$ cat config.mk
export PLATFORM = sky130hd
export DESIGN_NAME = switch_config_loader
export DESIGN_NICKNAME = d
export VERILOG_FILES = /design/src/rtl/switch_config_loader.sv
export SDC_FILE = /design/constraint.sdc
export NUM_CORES = 1
export LEC_CHECK = 0
export CORE_MARGIN = 2
export CORE_UTILIZATION = 37
export CTS_CLUSTER_DIAMETER = 200
export DETAILED_ROUTE_END_ITERATION = 6
export PLACE_DENSITY = 0.66
export SLEW_MARGIN = 20
export SYNTH_ARGS = -nofsm -noshare
export SYNTH_HDL_FRONTEND = slang
export SYNTH_SLANG_ARGS = --single-unit
$ cat constraint.sdc
create_clock -name clk_i -period 1.8 [get_ports clk_i]
set_input_delay 0.18 -clock clk_i [delete_from_list [all_inputs] [get_ports clk_i]]
set_output_delay 0.18 -clock clk_i [all_outputs]
set_load 0.03 [all_outputs]
$ cat src/rtl/switch_config_loader.sv
// switch_config_loader
//
// Loads a 16-entry crosspoint map (one 4-bit input-port index per switch
// output) into a shadow store. The map is streamed in order, output 0 first.
// Once all 16 entries are in, the whole shadow map is copied into the active
// map on a single edge, so every select changes together.
//
// Ports
//   clk_i         sole clock, rising edge
//   rst_i         synchronous active-high reset
//   start_i       request to begin loading a new map (ignored while busy)
//   abort_i       cancel a load in progress (LOAD state only)
//   cfg_valid_i   cfg_data_i carries a map entry
//   cfg_data_i    input-port index for output load_idx_o
//   cfg_ready_o   loader accepts cfg_data_i this cycle
//   sel0_o..15_o  registered active crosspoint selects
//   busy_o        state is not IDLE
//   done_o        one-cycle pulse when a new map becomes active
//   aborted_o     one-cycle pulse when a load is cancelled
//   load_idx_o    index of the next entry to be written
module switch_config_loader #(
    parameter bit IDENTITY_RESET = 1'b1
) (
    input  logic       clk_i,
    input  logic       rst_i,
    input  logic       start_i,
    input  logic       abort_i,
    input  logic       cfg_valid_i,
    input  logic [3:0] cfg_data_i,
    output logic       cfg_ready_o,
    output logic [3:0] sel0_o,
    output logic [3:0] sel1_o,
    output logic [3:0] sel2_o,
    output logic [3:0] sel3_o,
    output logic [3:0] sel4_o,
    output logic [3:0] sel5_o,
    output logic [3:0] sel6_o,
    output logic [3:0] sel7_o,
    output logic [3:0] sel8_o,
    output logic [3:0] sel9_o,
    output logic [3:0] sel10_o,
    output logic [3:0] sel11_o,
    output logic [3:0] sel12_o,
    output logic [3:0] sel13_o,
    output logic [3:0] sel14_o,
    output logic [3:0] sel15_o,
    output logic       busy_o,
    output logic       done_o,
    output logic       aborted_o,
    output logic [3:0] load_idx_o
);

    typedef enum logic [1:0] {
        StIdle,
        StLoad,
        StCommit
    } state_e;

    state_e     state_q;
    logic [3:0] load_idx_q;
    logic       ready_q;
    logic       busy_q;
    logic       done_q;
    logic       aborted_q;
    logic [3:0] shadow_q [16];
    logic [3:0] active_q [16];

    // All outputs are plain registers; ready/busy are tracked alongside the
    // state so no output decodes the state combinationally.
    always_ff @(posedge clk_i) begin
        if (rst_i) begin
            state_q    <= StIdle;
            load_idx_q <= 4'd0;
            ready_q    <= 1'b0;
            busy_q     <= 1'b0;
            done_q     <= 1'b0;
            aborted_q  <= 1'b0;
            for (int k = 0; k < 16; k++) begin
                shadow_q[k] <= IDENTITY_RESET ? 4'(k) : 4'd0;
                active_q[k] <= IDENTITY_RESET ? 4'(k) : 4'd0;
            end
        end else begin
            done_q    <= 1'b0;
            aborted_q <= 1'b0;
            unique case (state_q)
                StIdle: begin
                    // abort has no meaning here, so start always wins
                    if (start_i) begin
                        state_q    <= StLoad;
                        load_idx_q <= 4'd0;
                        ready_q    <= 1'b1;
                        busy_q     <= 1'b1;
                    end
                end
                StLoad: begin
                    // abort beats a coincident data beat; the beat is dropped
                    if (abort_i) begin
                        state_q    <= StIdle;
                        load_idx_q <= 4'd0;
                        ready_q    <= 1'b0;
                        busy_q     <= 1'b0;
                        aborted_q  <= 1'b1;
                    end else if (cfg_valid_i) begin
                        shadow_q[load_idx_q] <= cfg_data_i;
                        load_idx_q           <= load_idx_q + 4'd1;  // 15 wraps to 0
                        if (load_idx_q == 4'd15) begin
                            state_q <= StCommit;
                            ready_q <= 1'b0;
                        end
                    end
                end
                StCommit: begin
                    // Whole-map copy on one edge: all selects switch together.
                    active_q <= shadow_q;
                    state_q  <= StIdle;
                    busy_q   <= 1'b0;
                    done_q   <= 1'b1;
                end
                default: begin
                    state_q <= StIdle;
                    ready_q <= 1'b0;
                    busy_q  <= 1'b0;
                end
            endcase
        end
    end

    assign cfg_ready_o = ready_q;
    assign busy_o      = busy_q;
    assign done_o      = done_q;
    assign aborted_o   = aborted_q;
    assign load_idx_o  = load_idx_q;

    assign sel0_o  = active_q[0];
    assign sel1_o  = active_q[1];
    assign sel2_o  = active_q[2];
    assign sel3_o  = active_q[3];
    assign sel4_o  = active_q[4];
    assign sel5_o  = active_q[5];
    assign sel6_o  = active_q[6];
    assign sel7_o  = active_q[7];
    assign sel8_o  = active_q[8];
    assign sel9_o  = active_q[9];
    assign sel10_o = active_q[10];
    assign sel11_o = active_q[11];
    assign sel12_o = active_q[12];
    assign sel13_o = active_q[13];
    assign sel14_o = active_q[14];
    assign sel15_o = active_q[15];

endmodule
==> insert_results.sql <==
INSERT INTO impl_metrics (metric_group, metric, value, unit) VALUES
('clocking', 'post_cts.resized_instances', '2', ''),
('clocking', 'cts.path.max_buffers', '2', ''),
('worst_setup_path', 'worst_setup_path_end_kind', 'output pin', ''),
('final_layout', 'layout-area-overhead-vs-synth', '31.9', '%'),
('worst_setup_path', 'critical-path-slowest-cell', 'sky130_fd_sc_hd__clkdlybuf4s50_1', ''),
('grt', 'grt_antenna_before_repair', '0', ''),
('grt', 'grt_overflow', '0', ''),
('clocking', 'cts-buffers-inserted', '17', ''),
('die', 'initial_core_util', '0.376', ''),
('die', 'design.core.area', '0.0138', 'sq mm'),
('yosys', 'synth.yosys.warnings', '0', ''),
('die', 'std_cell_rows', '43', ''),
('timing', 'worst-slew-pin-transition', '0.610', 'ns'),
('yosys', 'mappedNetlistArea', '0.00520', 'sq mm'),
('yosys', 'synth_seq_area_share', '0.531', ''),
('yosys', 'ys_top_cells_by_area', 'sky130_fd_sc_hd__dfxtp_1 53%, sky130_fd_sc_hd__mux2i_1 13%, sky130_fd_sc_hd__nand2_1 12%, sky130_fd_sc_hd__a21oi_1 3.7%, sky130_fd_sc_hd__nand3_1 3.6%', ''),
('final_layout', 'fill_cells', '1263', ''),
('worst_setup_path', 'worstSetupPathType', 'register to output pin', ''),
('timing', 'setup-violations-final', '0', ''),
('die', 'ios', '81', ''),
('die', 'chipHeight', '123', 'microns'),
('timing', 'hold_viol_final', '0', ''),
('worst_setup_path', 'max_fo_critical_path', '6', ''),
('grt', 'grt_usage', '0.172', ''),
('grt', 'first_pass_grt_wire_length', '20200', 'microns'),
('timing', 'timing.final.ws_setup', '0.0560', 'ns'),
('timing', 'report.final.slew_viol_count', '0', ''),
('final_layout', 'drive_above_1_share', '0.112', ''),
('grt', 'pin_count_of_the_biggest_net_entering_global_routing', '65', ''),
('die', 'die_area', '0.0150', 'sq mm'),
('die', 'fp.dieW', '123', 'microns'),
('final_layout', 'largest_register', 'shadow_q', ''),
('timing', 'final.period_utilization', '0.969', ''),
('timing', 'rsz0062_at_grt', 'no', ''),
('route', 'vias_per_cell', '4.87', ''),
('yosys', 'synth_area_per_cell', '9.14', 'sq um'),
('route', 'drt-wirelength-per-cell', '14.4', 'microns'),
('clocking', 'tritoncts_clock_tree', 'yes', ''),
('worst_setup_path', 'cp-start-kind', 'register', ''),
('final_layout', 'num_antenna_cells', '0', ''),
('yosys', 'synthDistinctLibCells', '35', ''),
('place', 'detailedPlace.worstSlack', '-0.0776', 'ns'),
('final_layout', 'area.sequential', '0.00276', 'sq mm'),
('clocking', 'maximum_level_of_the_cts_h_tree', '4', ''),
('route', 'drt.antenna.violating_nets', '0', ''),
('clocking', 'hold_buffer_count_at_cts', '0', ''),
('route', 'drcViolationCount', '0', ''),
('worst_setup_path', 'crit_chain', 'clkdlybuf4s50_1', ''),
('place', 'globalplace.congestion', '0.831', ''),
('yosys', 'synth_top_cell_by_area', 'sky130_fd_sc_hd__dfxtp_1', ''),
('status', 'status', 'finished, final reports clean', ''),
('hold_path', 'hold_path.class', 'primary input to register', ''),
('yosys', 'number_of_enable_type_register_cells_in_the_synthesized_netlist', '0', ''),
('yosys', 'synth-main-ff-cell', 'sky130_fd_sc_hd__dfxtp_1', ''),
('route', 'routed_wl', '12300', 'microns'),
('yosys', 'synth-seq-cells', '138', ''),
('pwr', 'peak_ir_drop_on_the_vdd_network', '0.642', 'mV'),
('worst_setup_path', 'required', '1.62', 'ns'),
('place', 'place_hpwl', '8460', 'microns'),
('clocking', 'tritoncts_sinks', '138', ''),
('timing', 'slew-limit-headroom', '0.592', ''),
('clocking', 'number_of_buffers_added_for_setup_after_cts', '0', ''),
('worst_setup_path', 'critical_path_arrival', '1.56', 'ns'),
('yosys', 'synth_async_sr_flop_share', '0', ''),
('clocking', 'clock_tree.root_cell', 'sky130_fd_sc_hd__clkbuf_16', ''),
('yosys', 'synthCells', '569', ''),
('pwr', 'power_density_of_the_placed_cells', '995', 'mW/mm^2'),
('worst_setup_path', 'slowest_delay', '0.71', 'ns'),
('grt', 'grt_pass1_vias', '4115', ''),
('worst_setup_path', 'critical_path_buf_inv_count', '1', ''),
('place', 'portBuffers', '80', '');
-- cell type report --
cell class / count / share of cell area
Inverter: 5 / 0.00274
Tap cell: 180 / 0.0328
Clock buffer: 21 / 0.0657
Clock inverter: 11 / 0.0179
Sequential cell: 138 / 0.403
Timing Repair Buffer: 109 / 0.149
Multi-Input combinational cell: 388 / 0.328
-- power by group --
| group | switching [mW] | internal (mW) | total (mW) |
|---|---|---|---|
| Combinational | 0.223 | 0.135 | 0.358 |
| Sequential | 0.0231 | 3.08 | 3.11 |
| Clock | 1.29 | 2.07 | 3.36 |
| Total | 1.54 | 5.29 | 6.82 |
-- metrics by stage --
step | area, sq um | power [mW] | cells | hold WS, ns | utilization
final | 6860 | 6.82 | 852 | 0.144 | 0.496
after global routing | 6860 | 7.04 | 852 | 0.161 | 0.496
after CTS | 6860 | 6.88 | 852 | 0.133 | 0.496
after detailed placement | 6280 | 3.53 | 820 | 0.446 | 0.455
after global placement | 6280 | 3.52 | 820 | 0.449 | 0.455
after floorplan | 5200 | 3.38 | 569 | 0.351 | -
-- final timing paths --
| path | endpoint | cells after the start | start | slack (ns) |
|---|---|---|---|---|
| worst max register to register | shadow_q[7] | 5 | state_q[0] | 0.15 |
| worst max-delay path | load_idx_o[0] | 1 | load_idx_o[0] | 0.06 |
| worst min register to register | sel6_o[3] | 2 | shadow_q[39] | 0.45 |
| worst min-delay path | sel2_o[3] | 2 | rst_i | 0.14 |
-- cells in the final DEF (no fill, tap or decap), types with 4 or more instances in the layout --
cell type,Yosys,routed
sky130_fd_sc_hd__clkdlybuf4s50_1,0,77
sky130_fd_sc_hd__clkbuf_16,0,17
sky130_fd_sc_hd__inv_1,4,4
sky130_fd_sc_hd__a21oi_1,38,38
sky130_fd_sc_hd__dfxtp_1,138,137
sky130_fd_sc_hd__buf_4,4,28
sky130_fd_sc_hd__nand3_1,37,37
sky130_fd_sc_hd__nor2_1,37,37
sky130_fd_sc_hd__mux2i_1,65,65
sky130_fd_sc_hd__nand3_4,9,9
sky130_fd_sc_hd__clkinvlp_4,0,4
sky130_fd_sc_hd__ha_1,4,4
sky130_fd_sc_hd__nand2_1,166,166
-- metal layers --
layer  wire [microns]  vias up  track usage
met5                0        -            0
met4              248        0       0.0711
li1                 -     2067            -
met2             5560      100        0.267
met3              564       24       0.0474
met1             5880     1956        0.226
-- cell families (layout without fill, tap and decap cells) --
kind of cell / count (synthesis) / after routing / synth area share
AO/OA/AOI/OAI: 49 / 49 / 0.0522
flip-flops: 138 / 138 / 0.531
buffers and inverters: 43 / 146 / 0.0402
AND/OR/NAND/NOR: 270 / 270 / 0.241
multiplexers: 65 / 65 / 0.125
adder cells (fa/ha/maj): 4 / 4 / 0.00963
(Power assumes the default switching activity.)
